--- src/rtl/pipeline_pkg.sv ---
// Shared types and widths for the pipeline hazard controller and its helpers.
package pipeline_pkg;

  localparam int unsigned REG_ADDR_W = 5;
  localparam int unsigned XLEN       = 32;

  typedef enum logic [1:0] {
    RUN      = 2'd0,
    LU_STALL = 2'd1,
    MEM_WAIT = 2'd2
  } hz_state_t;

  function automatic logic src_match(input logic use_src,
                                     input logic [REG_ADDR_W-1:0] rs,
                                     input logic [REG_ADDR_W-1:0] rd);
    return use_src && (rs == rd);
  endfunction

endpackage

--- src/rtl/mem_watchdog.sv ---
// Counts consecutive data-memory wait cycles and raises a sticky error once the
// count reaches MEM_TIMEOUT; only reset clears the error.
module mem_watchdog
  import pipeline_pkg::*;
#(
  parameter int unsigned MEM_TIMEOUT = 64
) (
  input  logic clk,
  input  logic rst_n,
  input  logic in_wait,
  output logic mem_err
);

  localparam int unsigned CntW = $clog2(MEM_TIMEOUT + 1);
  localparam logic [CntW-1:0] CntMax = CntW'(MEM_TIMEOUT);

  logic [CntW-1:0] cnt_q;
  logic            mem_err_q;

  always_ff @(posedge clk or negedge rst_n) begin
    if (!rst_n) begin
      cnt_q     <= '0;
      mem_err_q <= 1'b0;
    end else begin
      if (!in_wait) begin
        cnt_q <= '0;
      end else if (cnt_q != CntMax) begin
        cnt_q <= cnt_q + 1'b1;
      end
      // Error lands on the same edge the count reaches MEM_TIMEOUT.
      if (in_wait && (cnt_q == CntMax - 1'b1)) begin
        mem_err_q <= 1'b1;
      end
    end
  end

  assign mem_err = mem_err_q;

endmodule

--- src/rtl/pipeline_hazard_ctrl.sv ---
// Stall/flush controller for the 5-stage core: load-use, taken-branch and memory-wait
// handling. Optional performance counters are enabled with `PIPE_PERF_EN.
module pipeline_hazard_ctrl
  import pipeline_pkg::*;
#(
  parameter int unsigned MEM_TIMEOUT = 64
) (
  input  logic                  clk,
  input  logic                  rst_n,
  input  logic [REG_ADDR_W-1:0] id_rs1,
  input  logic [REG_ADDR_W-1:0] id_rs2,
  input  logic                  id_use_rs1,
  input  logic                  id_use_rs2,
  input  logic [REG_ADDR_W-1:0] ex_rd,
  input  logic                  ex_is_load,
  input  logic                  ex_ruwr,
  input  logic                  ex_branch_taken,
  input  logic                  mem_dm_req,
  input  logic                  mem_dm_ready,
  output logic                  pc_en,
  output logic                  ifid_en,
  output logic                  idex_en,
  output logic                  exmem_en,
  output logic                  memwb_en,
  output logic                  ifid_flush,
  output logic                  idex_flush,
  output logic                  exmem_flush,
  output logic                  memwb_bubble,
  output logic [1:0]            state,
  output logic                  mem_err
`ifdef PIPE_PERF_EN
  ,
  output logic [XLEN-1:0]       perf_stall_cycles,
  output logic [XLEN-1:0]       perf_flush_count
`endif
);

  hz_state_t state_q;
  logic      lu_raw;
  logic      lu;
  logic      mw;

  assign lu_raw = ex_is_load && ex_ruwr && (ex_rd != '0) &&
                  (src_match(id_use_rs1, id_rs1, ex_rd) ||
                   src_match(id_use_rs2, id_rs2, ex_rd));
  // The stalled instruction is still in ID during LU_STALL; don't stall it twice.
  assign lu = lu_raw && (state_q != LU_STALL);
  assign mw = mem_dm_req && !mem_dm_ready;

  always_comb begin
    pc_en        = 1'b1;
    ifid_en      = 1'b1;
    idex_en      = 1'b1;
    exmem_en     = 1'b1;
    memwb_en     = 1'b1;
    ifid_flush   = 1'b0;
    idex_flush   = 1'b0;
    exmem_flush  = 1'b0;
    memwb_bubble = 1'b0;
    if (!rst_n) begin
      // Clock bubbles into every stage while the PC is held at its reset value.
      pc_en        = 1'b0;
      ifid_flush   = 1'b1;
      idex_flush   = 1'b1;
      exmem_flush  = 1'b1;
      memwb_bubble = 1'b1;
    end else if (mw) begin
      pc_en        = 1'b0;
      ifid_en      = 1'b0;
      idex_en      = 1'b0;
      exmem_en     = 1'b0;
      memwb_bubble = 1'b1;
    end else if (ex_branch_taken) begin
      ifid_flush = 1'b1;
      idex_flush = 1'b1;
    end else if (lu) begin
      pc_en      = 1'b0;
      ifid_en    = 1'b0;
      idex_flush = 1'b1;
    end
  end

  always_ff @(posedge clk or negedge rst_n) begin
    if (!rst_n) begin
      state_q <= RUN;
    end else begin
      unique case (state_q)
        RUN: begin
          if (mw) begin
            state_q <= MEM_WAIT;
          end else if (!ex_branch_taken && lu) begin
            state_q <= LU_STALL;
          end
        end
        LU_STALL: state_q <= RUN;
        MEM_WAIT: begin
          if (mem_dm_ready) begin
            state_q <= RUN;
          end
        end
        default: state_q <= RUN;
      endcase
    end
  end

  assign state = state_q;

  mem_watchdog #(
    .MEM_TIMEOUT(MEM_TIMEOUT)
  ) u_mem_watchdog (
    .clk    (clk),
    .rst_n  (rst_n),
    .in_wait(state_q == MEM_WAIT),
    .mem_err(mem_err)
  );

`ifdef PIPE_PERF_EN
  logic [XLEN-1:0] stall_cnt_q;
  logic [XLEN-1:0] flush_cnt_q;
  logic            branch_flush;

  assign branch_flush = !mw && ex_branch_taken;

  always_ff @(posedge clk or negedge rst_n) begin
    if (!rst_n) begin
      stall_cnt_q <= '0;
      flush_cnt_q <= '0;
    end else begin
      if (!pc_en) begin
        stall_cnt_q <= stall_cnt_q + 1'b1;
      end
      if (branch_flush) begin
        flush_cnt_q <= flush_cnt_q + 1'b1;
      end
    end
  end

  assign perf_stall_cycles = stall_cnt_q;
  assign perf_flush_count  = flush_cnt_q;
`endif

endmodule
--- config.mk ---
export PLATFORM = sky130hd
export DESIGN_NAME = pipeline_hazard_ctrl
export DESIGN_NICKNAME = d
export VERILOG_FILES = /design/src/rtl/pipeline_pkg.sv /design/src/rtl/mem_watchdog.sv /design/src/rtl/pipeline_hazard_ctrl.sv
export SDC_FILE = /design/constraint.sdc
export NUM_CORES = 1
export LEC_CHECK = 0
export BUFFER_PORTS_ARGS = -buffer_cell sky130_fd_sc_hd__buf_2
export CORE_MARGIN = 2
export CORE_UTILIZATION = 40
export CTS_BUF_LIST = sky130_fd_sc_hd__clkbuf_8
export CTS_CLUSTER_SIZE = 24
export DETAILED_ROUTE_END_ITERATION = 12
export GPL_TIMING_DRIVEN = 0
export PLACE_DENSITY = 0.74
export REMOVE_ABC_BUFFERS = 1
export SYNTH_ARGS = -nofsm -noshare
export SYNTH_HDL_FRONTEND = slang
export SYNTH_HIERARCHICAL = 1
export SYNTH_SLANG_ARGS = --single-unit
--- constraint.sdc ---
create_clock -name clk -period 1.3 [get_ports clk]
set_clock_uncertainty 0.2 [all_clocks]
set_input_delay 0.065 -clock clk [delete_from_list [all_inputs] [get_ports clk]]
set_output_delay 0.065 -clock clk [all_outputs]
set_load 0.03 [all_outputs]
Yosys cells after proc, flatten, opt, wreduce, memory -nomap -nowiden
Cells that the tools add are included.
{"block": "totals", "romBits": 0, "wordCells": 51, "mem_count": 0, "latch_bits": 0, "inputBits": 24, "out_inout_bits": 12, "register_bits": 10, "mem_bits_rw": 0}
{"block": "op_classes", "add_sub_neg": 1, "reduce_logical": 15, "order_cmp": 0, "div": 0, "multipliers": 0, "n_mux": 23, "n_eq_ne": 9, "n_bitwise": 0, "shift": 0}
{"op": "2-to-1 mux 1 bit", "n": 17}
{"op": "2-to-1 mux 7 bit", "n": 2}
{"op": "equality test 5 bit", "n": 2}
{"op": "logical AND 1 bit", "n": 9}
{"op": "adder 7 x 1 -> 7 bit (second input constant)", "n": 1}
{"op": "equality test 7 x 6 -> 1 bit (second input constant)", "n": 1}
{"op": "inequality test 7 bit (second input constant)", "n": 1}
{"op": "2-to-1 mux 2 bit", "n": 3}
{"op": "nonzero test 5 bit", "n": 1}
{"op": "inequality test 2 bit (second input constant)", "n": 2}
{"op": "one-hot mux 2 bit (2 select lines)", "n": 1}
{"op": "inequality test 3 bit (second input constant)", "n": 1}
{"op": "equality test 2 bit (second input constant)", "n": 1}
{"op": "logical NOT 1 bit", "n": 2}
{"op": "logical NOT 2 bit", "n": 1}
{"op": "inequality test 2 x 1 -> 1 bit (second input constant)", "n": 1}
{"op": "AND reduction 2 bit", "n": 1}
{"op": "logical OR 1 bit", "n": 1}

Longest topological paths before layout
Gate-level depths: netlist of run 1.
{"block": "depth", "word_depth": 9, "depth_mapped": 4, "depth_no_buf": 4}

Hierarchy
Netlist of run 1, hierarchy kept.
{"module": "mem_watchdog", "instances": 1, "area_per_inst_um2": 410.4, "seq_area_each_um2": 200.2, "cells_each": 40}
{"module": "pipeline_hazard_ctrl", "instances": 1, "area_per_inst_um2": 310.3, "seq_area_each_um2": 50.0, "cells_each": 40}

Worst setup path after synthesis of run 1
No wires, ideal clock.
{"block": "synth_path", "path_type": "register to output", "startpoint": "register state_q[1] (netlist: state[1])", "endpoint": "output idex_flush", "required_ps": 1035, "setup_slack_ps": -993, "path_buffers": 0, "t_arrival_ps": 2028, "stages_incl_launch_ff": 4, "path_cell_list": "dfrtp_1 nand2b_1 o2111ai_2 o311ai_0"}
{"block": "synth_via", "elab_chain_len": 6}
{"item": "start, declared", "line": "pipeline_hazard_ctrl.sv:38", "rtl": "hz_state_t state_q;"}
{"item": "start signal, assigned", "line": "pipeline_hazard_ctrl.sv:85", "rtl": "state_q <= RUN;"}
{"item": "start signal, assigned", "line": "pipeline_hazard_ctrl.sv:90", "rtl": "state_q <= MEM_WAIT;"}
{"item": "start signal, assigned", "line": "pipeline_hazard_ctrl.sv:92", "rtl": "state_q <= LU_STALL;"}
{"item": "inequality test 2 x 1 -> 1 bit", "line": "pipeline_hazard_ctrl.sv:47", "rtl": "assign lu = lu_raw && (state_q != LU_STALL);"}
{"item": "logical AND 1 bit", "line": "pipeline_hazard_ctrl.sv:47"}
{"item": "2-to-1 mux 1 bit", "line": "pipeline_hazard_ctrl.sv:76", "rtl": "end else if (lu) begin"}
{"item": "2-to-1 mux 1 bit", "line": "pipeline_hazard_ctrl.sv:73", "rtl": "end else if (ex_branch_taken) begin"}
{"item": "2-to-1 mux 1 bit", "line": "pipeline_hazard_ctrl.sv:67", "rtl": "end else if (mw) begin"}
{"item": "2-to-1 mux 1 bit", "line": "pipeline_hazard_ctrl.sv:60", "rtl": "if (!rst_n) begin"}
{"item": "end, declared", "line": "pipeline_hazard_ctrl.sv:26", "rtl": "output logic idex_flush,"}
No other way between the ends.

Final worst setup path of run 1
{"block": "layout_path", "startpoint": "register state_q[1] (netlist: state[1])", "endpoint": "output ifid_en"}
{"block": "layout_via", "elab_chain_len": 6}
{"item": "inequality test 2 x 1 -> 1 bit", "line": "pipeline_hazard_ctrl.sv:47"}
{"item": "logical AND 1 bit", "line": "pipeline_hazard_ctrl.sv:47"}
{"item": "2-to-1 mux 1 bit", "line": "pipeline_hazard_ctrl.sv:76"}
{"item": "2-to-1 mux 1 bit", "line": "pipeline_hazard_ctrl.sv:73"}
{"item": "2-to-1 mux 1 bit", "line": "pipeline_hazard_ctrl.sv:67"}
{"item": "2-to-1 mux 1 bit", "line": "pipeline_hazard_ctrl.sv:60"}
{"item": "end, declared", "line": "pipeline_hazard_ctrl.sv:21", "rtl": "output logic ifid_en,"}
No other way between the ends.

==> impl_metrics.py, run 1 <==
metrics = {
    "sta": {
        "fmax_ghz": 0.590,
        "drv_slew": 0,
        "hold_ws_ns": -0.483,
        "fin_tns_setup_ns": -2.36,
        "rsz0062_at_grt": "yes",
        "finalCriticalPeriod_ns": 1.70,
        "finalWorstSetupSlack_ns": -0.395,
        "setup_viol": 12,
        "finalCritPeriodShare": 1.30,
        "hold_viol": 11,
    },
    "clock_network": {
        "cts_buffer_depth": 2,
        "hold_buffers": 2,
        "path_clk_slew_ns": 0.04,
        "cts-root-buf": "clkbuf_8",
        "cts_sinks": 10,
        "cts.htree.levels": 1,
        "numCtsBuffers": 3,
        "clock_latency_ns": 0.23,
        "cts_tree": "yes",
    },
    "grt": {
        "globalRouteOverflowTotal": 0,
        "grt_pass1_wl_mm": 3.04,
        "grt_pass1_vias": 736,
        "track_usage": 0.196,
        "grt_max_degree": 16,
        "antenna_found_initial": 0,
    },
    "floorplanning": {
        "rows": 15,
        "die_area_um2": 2160,
        "start_util": 0.422,
        "die_h_um": 46.4,
        "die_x_um": 46.4,
        "io_pins": 36,
        "floorplan.core_area_um2": 1710,
    },
    "finish": {
        "finalNonFillerCells": 150,
        "layout.nets": 153,
        "multi_input_area_um2": 561,
        "antenna_cells": 0,
        "seqCellArea_um2": 253,
        "areaGrowthSynthToFinish_pct": 66.5,
        "n_fill_cell": 126,
        "stdcell_area_um2": 1200,
        "layout-drive-gt1-share": 0.560,
    },
    "synth": {
        "synth_most_common_cell": "nand2_1",
        "synth-xor-area-share": 0.146,
        "synth_seq_cells": 10,
        "synth-simple-area-share": 0.283,
        "synth_top_family_by_area": "simple AND/OR/NAND/NOR gates",
        "ys_top_cells_by_count": "nand2_1, xnor2_1, dfrtp_1",
        "synth-compound-area-share": 0.115,
        "synthAdderAreaFrac": 0.0347,
        "synth_ff_type": "dfrtp_1",
        "yosysSeqAreaShare": 0.347,
        "yosys_warnings": 6,
        "synth_top_area_cell": "dfrtp_1",
        "synth_edf_count": 0,
        "synth.avg_cell_area_um2": 9.01,
        "synth_cells": 80,
        "synthArstFlopShare": 1.00,
        "synthMuxAreaShare": 0.0278,
        "yosysUniqueCellTypes": 33,
        "ys_top_cells_by_area": "dfrtp_1, xnor2_1, nand2_1",
        "synth_area_um2": 721,
        "yosysTopAreaCellShare": 0.347,
    },
    "run_status": {
        "violations": "hold timing, setup timing",
        "status": "finished, violations left",
    },
    "route": {
        "wl_per_cell_um": 13.1,
        "drt_pass1_iterations": 4,
        "routed_via_density": 5.04,
        "vias": 756,
        "antenna_left": 0,
        "drc": 0,
        "drt_iter0_markers": 4,
        "drt-total-wl_mm": 1.97,
    },
    "power": {
        "finalPower_mw": 0.904,
        "p_per_area_nw_per_um2": 753,
        "peakVddDrop_uv": 612,
        "p_leak_nw": 0.532,
    },
    "critical_path": {
        "timing.rr.end": "u_mem_watchdog/mem_err",
        "r2r-start": "state[0]",
        "path_max_fanout": 3,
        "critical_path_class": "reg2out",
        "crit_path_top_delay_cell": "o41a_2",
        "max_stage_delay_ns": 0.40,
        "crit_end": "ifid_en",
        "cp.required_ns": 1.03,
        "cp-start-kind": "flip-flop",
        "critPathArrivalTime_ns": 1.43,
        "endpoint_kind": "primary output",
        "worstSetupStartpoint": "state[1]",
        "reg2reg_slack_ns": -0.35,
        "path_cells": "nand2b_4 -> o2111ai_4 -> o41a_2 -> buf_6",
        "rr_worst_depth": 3,
    },
    "place": {
        "placed_area_um2": 903,
        "place_hpwl_mm": 1.31,
        "dpl.cell_count": 136,
        "port-buffer-count": 34,
        "gp_congestion": 0.713,
    },
    "hold_path": {
        "min_path_type": "in2async",
    },
    "flow_run": {
        "maxCapViolCount": 0,
    },
}
worst min-delay path by stage:
stage,startpoint,to,slack (ns),depth (start not counted)
2_1_floorplan,rst_n,state[0],-0.43,0
3_3_place_gp,rst_n,u_mem_watchdog/cnt_q[4],-0.23,1
3_5_place_dp,rst_n,u_mem_watchdog/cnt_q[4],-0.23,1
4_1_cts,rst_n,u_mem_watchdog/cnt_q[0],-0.48,1
5_1_grt,rst_n,u_mem_watchdog/mem_err,-0.48,1
6_report,rst_n,u_mem_watchdog/cnt_q[4],-0.48,1
timing repair:
| action | in CTS | in global routing |
|---|---|---|
| buffers inserted | 7 | 2 |
| pin swaps | 7 | 7 |
| resized for setup | 16 | 24 |
| setup endpoints to repair | 11 | 12 |
| endpoints found under the hold margin | 12 | 11 |
metrics by stage:
step           setup slack [ns]  utilization
3_5_place_dp             -0.518        0.529
2_1_floorplan            -0.993            -
6_report                 -0.395        0.703
4_1_cts                  -0.390        0.635
5_1_grt                  -0.448        0.703
3_3_place_gp             -0.485        0.529
worst max-delay path: cells and delay by family, from the launching register on:
kind                   cells  cell delay, ns
AO/OA/AOI/OAI              2            0.51
buffers and inverters      1            0.15
flip-flops                 1            0.39
AND/OR/NAND/NOR            1            0.15
layout make-up:
cell class,count,share of cell area
multi-input cells,64,0.467
repair buffers,45,0.250
flip-flops and latches,10,0.211
clock buffers,3,0.0344
well taps,25,0.0261
inverters,3,0.0115
state kept, by name, indices dropped and copies added, names as in the netlist:
register,count
u_mem_watchdog/mem_err,1
u_mem_watchdog/cnt_q,7
state,2
per-layer routing:
layer  global-route usage  part of all wire  up-vias
met4               0.0343                 0        0
met2                0.361              0.53       24
met1                0.216              0.41      363
met5                    0                 0        -
met3               0.0706             0.059        0
li1                     -                 -      369
power by group:
| group | switching (mW) | leakage, nW | internal (mW) | total (mW) |
|---|---|---|---|---|
| sequential | 0.0105 | 0.133 | 0.320 | 0.330 |
| clock | 0.112 | 0.0216 | 0.202 | 0.314 |
| combinational | 0.138 | 0.377 | 0.122 | 0.259 |
| total | 0.260 | 0.532 | 0.644 | 0.904 |
placed cells by master (no fill, tap or decap), drive strengths merged:
master	synthesis	final
a21boi	1	1
a21oi	1	1
and2	2	2
and3	2	2
buf	2	43
clkbuf	1	3
conb	1	1
dfrtp	10	10
dlygate4sd3	0	2
ha	2	2
inv	3	3
mux2i	2	2
nand2	14	14
nand2b	3	3
nand3	3	3
nand3b	1	1
nand4	2	2
nor2	2	2
nor2b	2	2
nor3	2	2
nor4	1	1
o2111ai	1	1
o211ai	1	1
o21ai	1	1
o22a	1	1
o22ai	2	2
o311ai	1	1
o41a	1	1
or3	1	1
or4	1	1
or4b	1	1
xnor2	12	12
logic make-up (layout without fill, tap and decap cells):
group                    Yosys count  in the layout
other                              1              1
adder cells (fa/ha/maj)            2              2
multiplexers                       2              2
XOR/XNOR                          12             12
AO/OA/AOI/OAI                     10             10
flip-flops                        10             10
AND/OR/NAND/NOR                   37             37
buffers and inverters              6             51
Power figures use the tool's default switching activity.
==> inputs of run 2 (changes only) <==
CORE_MARGIN = unset   (was 2)
==> impl_metrics.py, run 2 (synthesis results as in run 1) <==
metrics = {
    "route": {
        "drt_iter0_markers": 6,
        "vias": 810,
        "drc": 0,
        "wl_per_cell_um": 15.6,
        "drt-total-wl_mm": 2.50,
        "drt_pass1_iterations": 4,
        "antenna_left": 0,
        "routed_via_density": 5.06,
    },
    "sta": {
        "finalCritPeriodShare": 1.28,
        "finalWorstSetupSlack_ns": -0.370,
        "setup_viol": 12,
        "drv_slew": 0,
        "tightest_slew_ns": 0.509,
        "slew_headroom": 0.660,
        "rsz0062_at_grt": "yes",
        "fmax_ghz": 0.599,
        "hold_viol": 0,
        "finalCriticalPeriod_ns": 1.67,
    },
    "power": {
        "p_per_area_nw_per_um2": 703,
        "switching_power_mw": 0.269,
        "p_leak_nw": 0.592,
        "swShare": 0.291,
        "pwr-share-clk": 0.343,
        "peakVddDrop_uv": 789,
        "seq_power_share": 0.354,
        "internal-power_mw": 0.658,
        "combPwrFrac": 0.303,
    },
    "place": {
        "port-buffer-count": 34,
        "dpl.cell_count": 135,
        "gp_congestion": 0.742,
        "placed_area_um2": 902,
        "place_hpwl_mm": 1.22,
    },
    "clock_network": {
        "path_clk_slew_ns": 0.04,
        "cts_buffer_depth": 2,
        "numCtsBuffers": 3,
        "cts_tree": "yes",
        "cts-root-buf": "clkbuf_8",
        "cts_sinks": 10,
        "clock_latency_ns": 0.24,
        "cts.htree.levels": 1,
    },
    "finish": {
        "largest_reg_flops": 7,
        "layout_commonest_cell": "buf_2",
        "finalNonFillerCells": 160,
        "antenna_cells": 0,
        "layout.nets": 164,
        "areaGrowthSynthToFinish_pct": 83.0,
        "layout-drive-gt1-share": 0.588,
        "seqCellArea_um2": 254,
        "mostFrequentLayoutCells": "buf_2, buf_6, nand2_1, xnor2_1, buf_4",
        "n_fill_cell": 89,
        "stdcell_area_um2": 1320,
        "regMostFlops": "u_mem_watchdog/cnt_q",
        "multi_input_area_um2": 558,
    },
    "flow_run": {
        "maxCapViolCount": 0,
    },
    "floorplanning": {
        "start_util": 0.452,
        "rows": 14,
        "die_x_um": 44.4,
        "die_area_um2": 1980,
        "floorplan.core_area_um2": 1590,
        "die_h_um": 44.4,
        "io_pins": 36,
    },
    "critical_path": {
        "path_max_fanout": 3,
        "max_stage_delay_ns": 0.38,
        "cp.required_ns": 1.03,
        "endpoint_kind": "primary output",
        "critPathArrivalTime_ns": 1.40,
        "critical_path_class": "reg2out",
        "crit_path_top_delay_cell": "dfrtp_1",
        "path_cells": "nand2b_1 -> o2111ai_4 -> o311ai_1 -> buf_4",
        "cp-start-kind": "flip-flop",
    },
    "grt": {
        "antenna_found_initial": 0,
        "grt_max_degree": 11,
        "track_usage": 0.245,
        "globalRouteOverflowTotal": 0,
        "grt_pass1_vias": 777,
        "grt_pass1_wl_mm": 3.49,
    },
    "run_status": {
        "status": "finished, violations left",
        "violations": "setup timing",
    },
    "hold_path": {
        "min_path_type": "in2reg",
    },
}
## run 2: cell type report
class	instances	area share
inverters	3	0.00854
repair buffers	56	0.322
well taps	24	0.0228
multi-input cells	64	0.423
flip-flops and latches	10	0.193
clock buffers	3	0.0313
## run 2: per-stage QoR
stage | TNS, ns | total power, mW | utilization | hold WS (ns) | setup slack [ns]
2_1_floorplan | -3.52 | 0.441 | - | -0.431 | -0.993
3_3_place_gp | -3.11 | 0.518 | 0.566 | -0.232 | -0.526
3_5_place_dp | -3.37 | 0.522 | 0.566 | -0.227 | -0.532
4_1_cts | -1.68 | 0.886 | 0.723 | -0.0247 | -0.348
5_1_grt | -2.76 | 0.967 | 0.827 | 0.00265 | -0.416
6_report | -2.38 | 0.927 | 0.827 | 0.0210 | -0.370
## run 2: path summary, 6_finish.rpt
path	end	startpoint	cells past startpoint	slack [ns]
min in group asynchronous	u_mem_watchdog/mem_err	rst_n	2	0.22
worst min register to register	u_mem_watchdog/mem_err	u_mem_watchdog/mem_err	1	0.26
max in group asynchronous	u_mem_watchdog/cnt_q[2]	rst_n	2	0.31
worst max register to register	u_mem_watchdog/mem_err	state[0]	5	-0.28
worst min-delay path	state[0]	ex_branch_taken	3	0.02
worst max-delay path	idex_flush	state[0]	4	-0.37
## run 2: worst max-delay path: cells and delay by family, from the launching register on
family                 cells  cell delay, ns
AND/OR/NAND/NOR            1            0.11
flip-flops                 1            0.38
buffers and inverters      1            0.23
AO/OA/AOI/OAI              2            0.46
## run 2: power by group through the flow
stage / sequential, mW / clock [mW] / combinational (mW)
3_3_place_gp: 0.333 / 0 / 0.185
4_1_cts: 0.325 / 0.325 / 0.237
3_5_place_dp: 0.333 / 0 / 0.189
6_report: 0.328 / 0.318 / 0.281
2_1_floorplan: 0.336 / 0 / 0.105
5_1_grt: 0.328 / 0.343 / 0.296
## run 2: what timing repair did
item                                   CTS  global route
endpoints found under the hold margin   12             0
resized for setup                       23            30
gates cloned                             0             0
hold buffers                             3             0
pin swaps                               10            16
buffers inserted                        13             9
setup endpoints to repair               11            14
## run 2: routing by layer
layer,global-route usage,part of all wire,vias to the layer above
met3,0.0735,0.025,4
met4,0.0606,0.011,0
met2,0.426,0.54,15
met5,0,0,-
li1,-,-,390
met1,0.295,0.42,401
==> inputs of run 3 (changes only) <==
CELL_PAD_IN_SITES_DETAIL_PLACEMENT = 0   (was unset)
CELL_PAD_IN_SITES_GLOBAL_PLACEMENT = 1   (was unset)
CORE_UTILIZATION = 30   (was 40)
PLACE_DENSITY = 0.77   (was 0.74)
==> impl_metrics.py, run 3 (synthesis results as in run 1) <==
metrics = {
    "critical_path": {
        "critPathArrivalTime_ns": 1.46,
        "cp-start-kind": "flip-flop",
        "path_max_fanout": 3,
        "critical_path_class": "reg2out",
        "cp.required_ns": 1.03,
        "endpoint_kind": "primary output",
    },
    "finish": {
        "areaGrowthSynthToFinish_pct": 61.5,
        "layout-drive-gt1-share": 0.508,
        "largest_reg_flops": 7,
        "layout_commonest_cell": "buf_2",
        "layout.nets": 155,
        "n_fill_cell": 214,
        "antenna_cells": 0,
        "mostFrequentLayoutCells": "buf_2, nand2_1, xnor2_1, buf_4, dfrtp_1",
        "finalNonFillerCells": 156,
        "regMostFlops": "u_mem_watchdog/cnt_q",
    },
    "floorplanning": {
        "rows": 17,
        "die_area_um2": 2600,
        "floorplan.core_area_um2": 2230,
        "io_pins": 36,
        "die_h_um": 51.0,
        "die_x_um": 51.0,
        "start_util": 0.323,
    },
    "clock_network": {
        "cts_buffer_depth": 2,
        "cts_sinks": 10,
        "cts_tree": "yes",
        "numCtsBuffers": 3,
        "cts-root-buf": "clkbuf_8",
        "path_clk_slew_ns": 0.05,
        "cts.htree.levels": 1,
        "clock_latency_ns": 0.24,
        "hold_buffers": 2,
    },
    "grt": {
        "grt_pass1_wl_mm": 3.26,
        "antenna_found_initial": 0,
        "track_usage": 0.170,
        "globalRouteOverflowTotal": 0,
        "grt_max_degree": 16,
        "grt_pass1_vias": 743,
    },
    "route": {
        "routed_via_density": 4.88,
        "wl_per_cell_um": 13.0,
        "drc": 0,
        "vias": 762,
        "drt_iter0_markers": 5,
        "antenna_left": 0,
        "drt-total-wl_mm": 2.03,
        "drt_pass1_iterations": 3,
    },
    "sta": {
        "fmax_ghz": 0.580,
        "hold_ws_ns": -0.489,
        "finalWorstSetupSlack_ns": -0.424,
        "finalCritPeriodShare": 1.33,
        "finalCriticalPeriod_ns": 1.72,
        "rsz0062_at_grt": "yes",
        "setup_viol": 11,
        "hold_viol": 11,
        "fin_tns_setup_ns": -2.41,
        "drv_slew": 0,
    },
    "place": {
        "dpl.cell_count": 139,
        "place_hpwl_mm": 1.31,
        "gp_congestion": 0.730,
        "port-buffer-count": 34,
    },
    "flow_run": {
        "maxCapViolCount": 0,
    },
    "hold_path": {
        "min_path_type": "in2async",
    },
    "power": {
        "p_per_area_nw_per_um2": 833,
        "p_leak_nw": 0.541,
        "peakVddDrop_uv": 835,
    },
    "run_status": {
        "status": "finished, violations left",
        "violations": "hold timing, setup timing",
    },
}
-- run 3: worst max-delay path: stages, from the launching register on --
cell	delay, ns
dfrtp_1	0.41
nand2b_1	0.13
o2111ai_4	0.13
o41a_2	0.40
buf_6	0.15
-- run 3: power by group --
group / switching [mW] / total [mW] / internal [mW]
clock: 0.131 / 0.398 / 0.267
combinational: 0.130 / 0.246 / 0.116
sequential: 0.00615 / 0.325 / 0.319
-- run 3: layer usage --
layer,routed length [um],GRT usage,vias up
met2,1030,0.289,25
met5,0,0,-
met1,852,0.195,359
li1,-,-,372
met4,53,0.0602,0
met3,98,0.0565,6
-- run 3: area by class of cell --
cell class	count	area, um2	area share
Clock buffer	4	55.1	0.0473
Inverter	3	11.3	0.00968
Multi-Input combinational cell	64	502	0.431
Sequential cell	10	253	0.217
Tap cell	28	35.0	0.0301
Timing Repair Buffer	47	308	0.265
-- run 3: worst paths after layout --
| path | slack (ns) | to | from | cells after the start |
|---|---|---|---|---|
| worst max-delay path | -0.42 | ifid_en | state[0] | 4 |
| worst min-delay path | -0.49 | u_mem_watchdog/cnt_q[4] | rst_n | 1 |
| max in group asynchronous | 1.12 | u_mem_watchdog/cnt_q[2] | rst_n | 1 |
| worst min register to register | 0.26 | u_mem_watchdog/mem_err | u_mem_watchdog/mem_err | 1 |
| min in group clk | -0.02 | state[0] | ex_branch_taken | 3 |
| worst max register to register | -0.35 | u_mem_watchdog/mem_err | state[0] | 3 |
-- run 3: repair_timing --
| item | 4_1_cts | 5_1_grt |
|---|---|---|
| cloned | 0 | 0 |
| gates resized for setup | 17 | 10 |
| hold endpoints to repair | 12 | 11 |
| buffers inserted | 9 | 2 |
| pin swaps | 5 | 3 |
| setup endpoints to repair | 11 | 12 |
-- run 3: metrics by stage --
stage / util / hold slack [ns] / area, um2 / power, mW / setup WS (ns)
final: 0.521 / -0.489 / 1160 / 0.970 / -0.424
after floorplan: - / -0.431 / 702 / 0.441 / -0.993
after global routing: 0.521 / -0.468 / 1160 / 1.02 / -0.466
after CTS: 0.497 / -0.486 / 1110 / 0.967 / -0.412
after detailed placement: 0.406 / -0.227 / 907 / 0.523 / -0.540
after global placement: 0.406 / -0.229 / 907 / 0.518 / -0.495
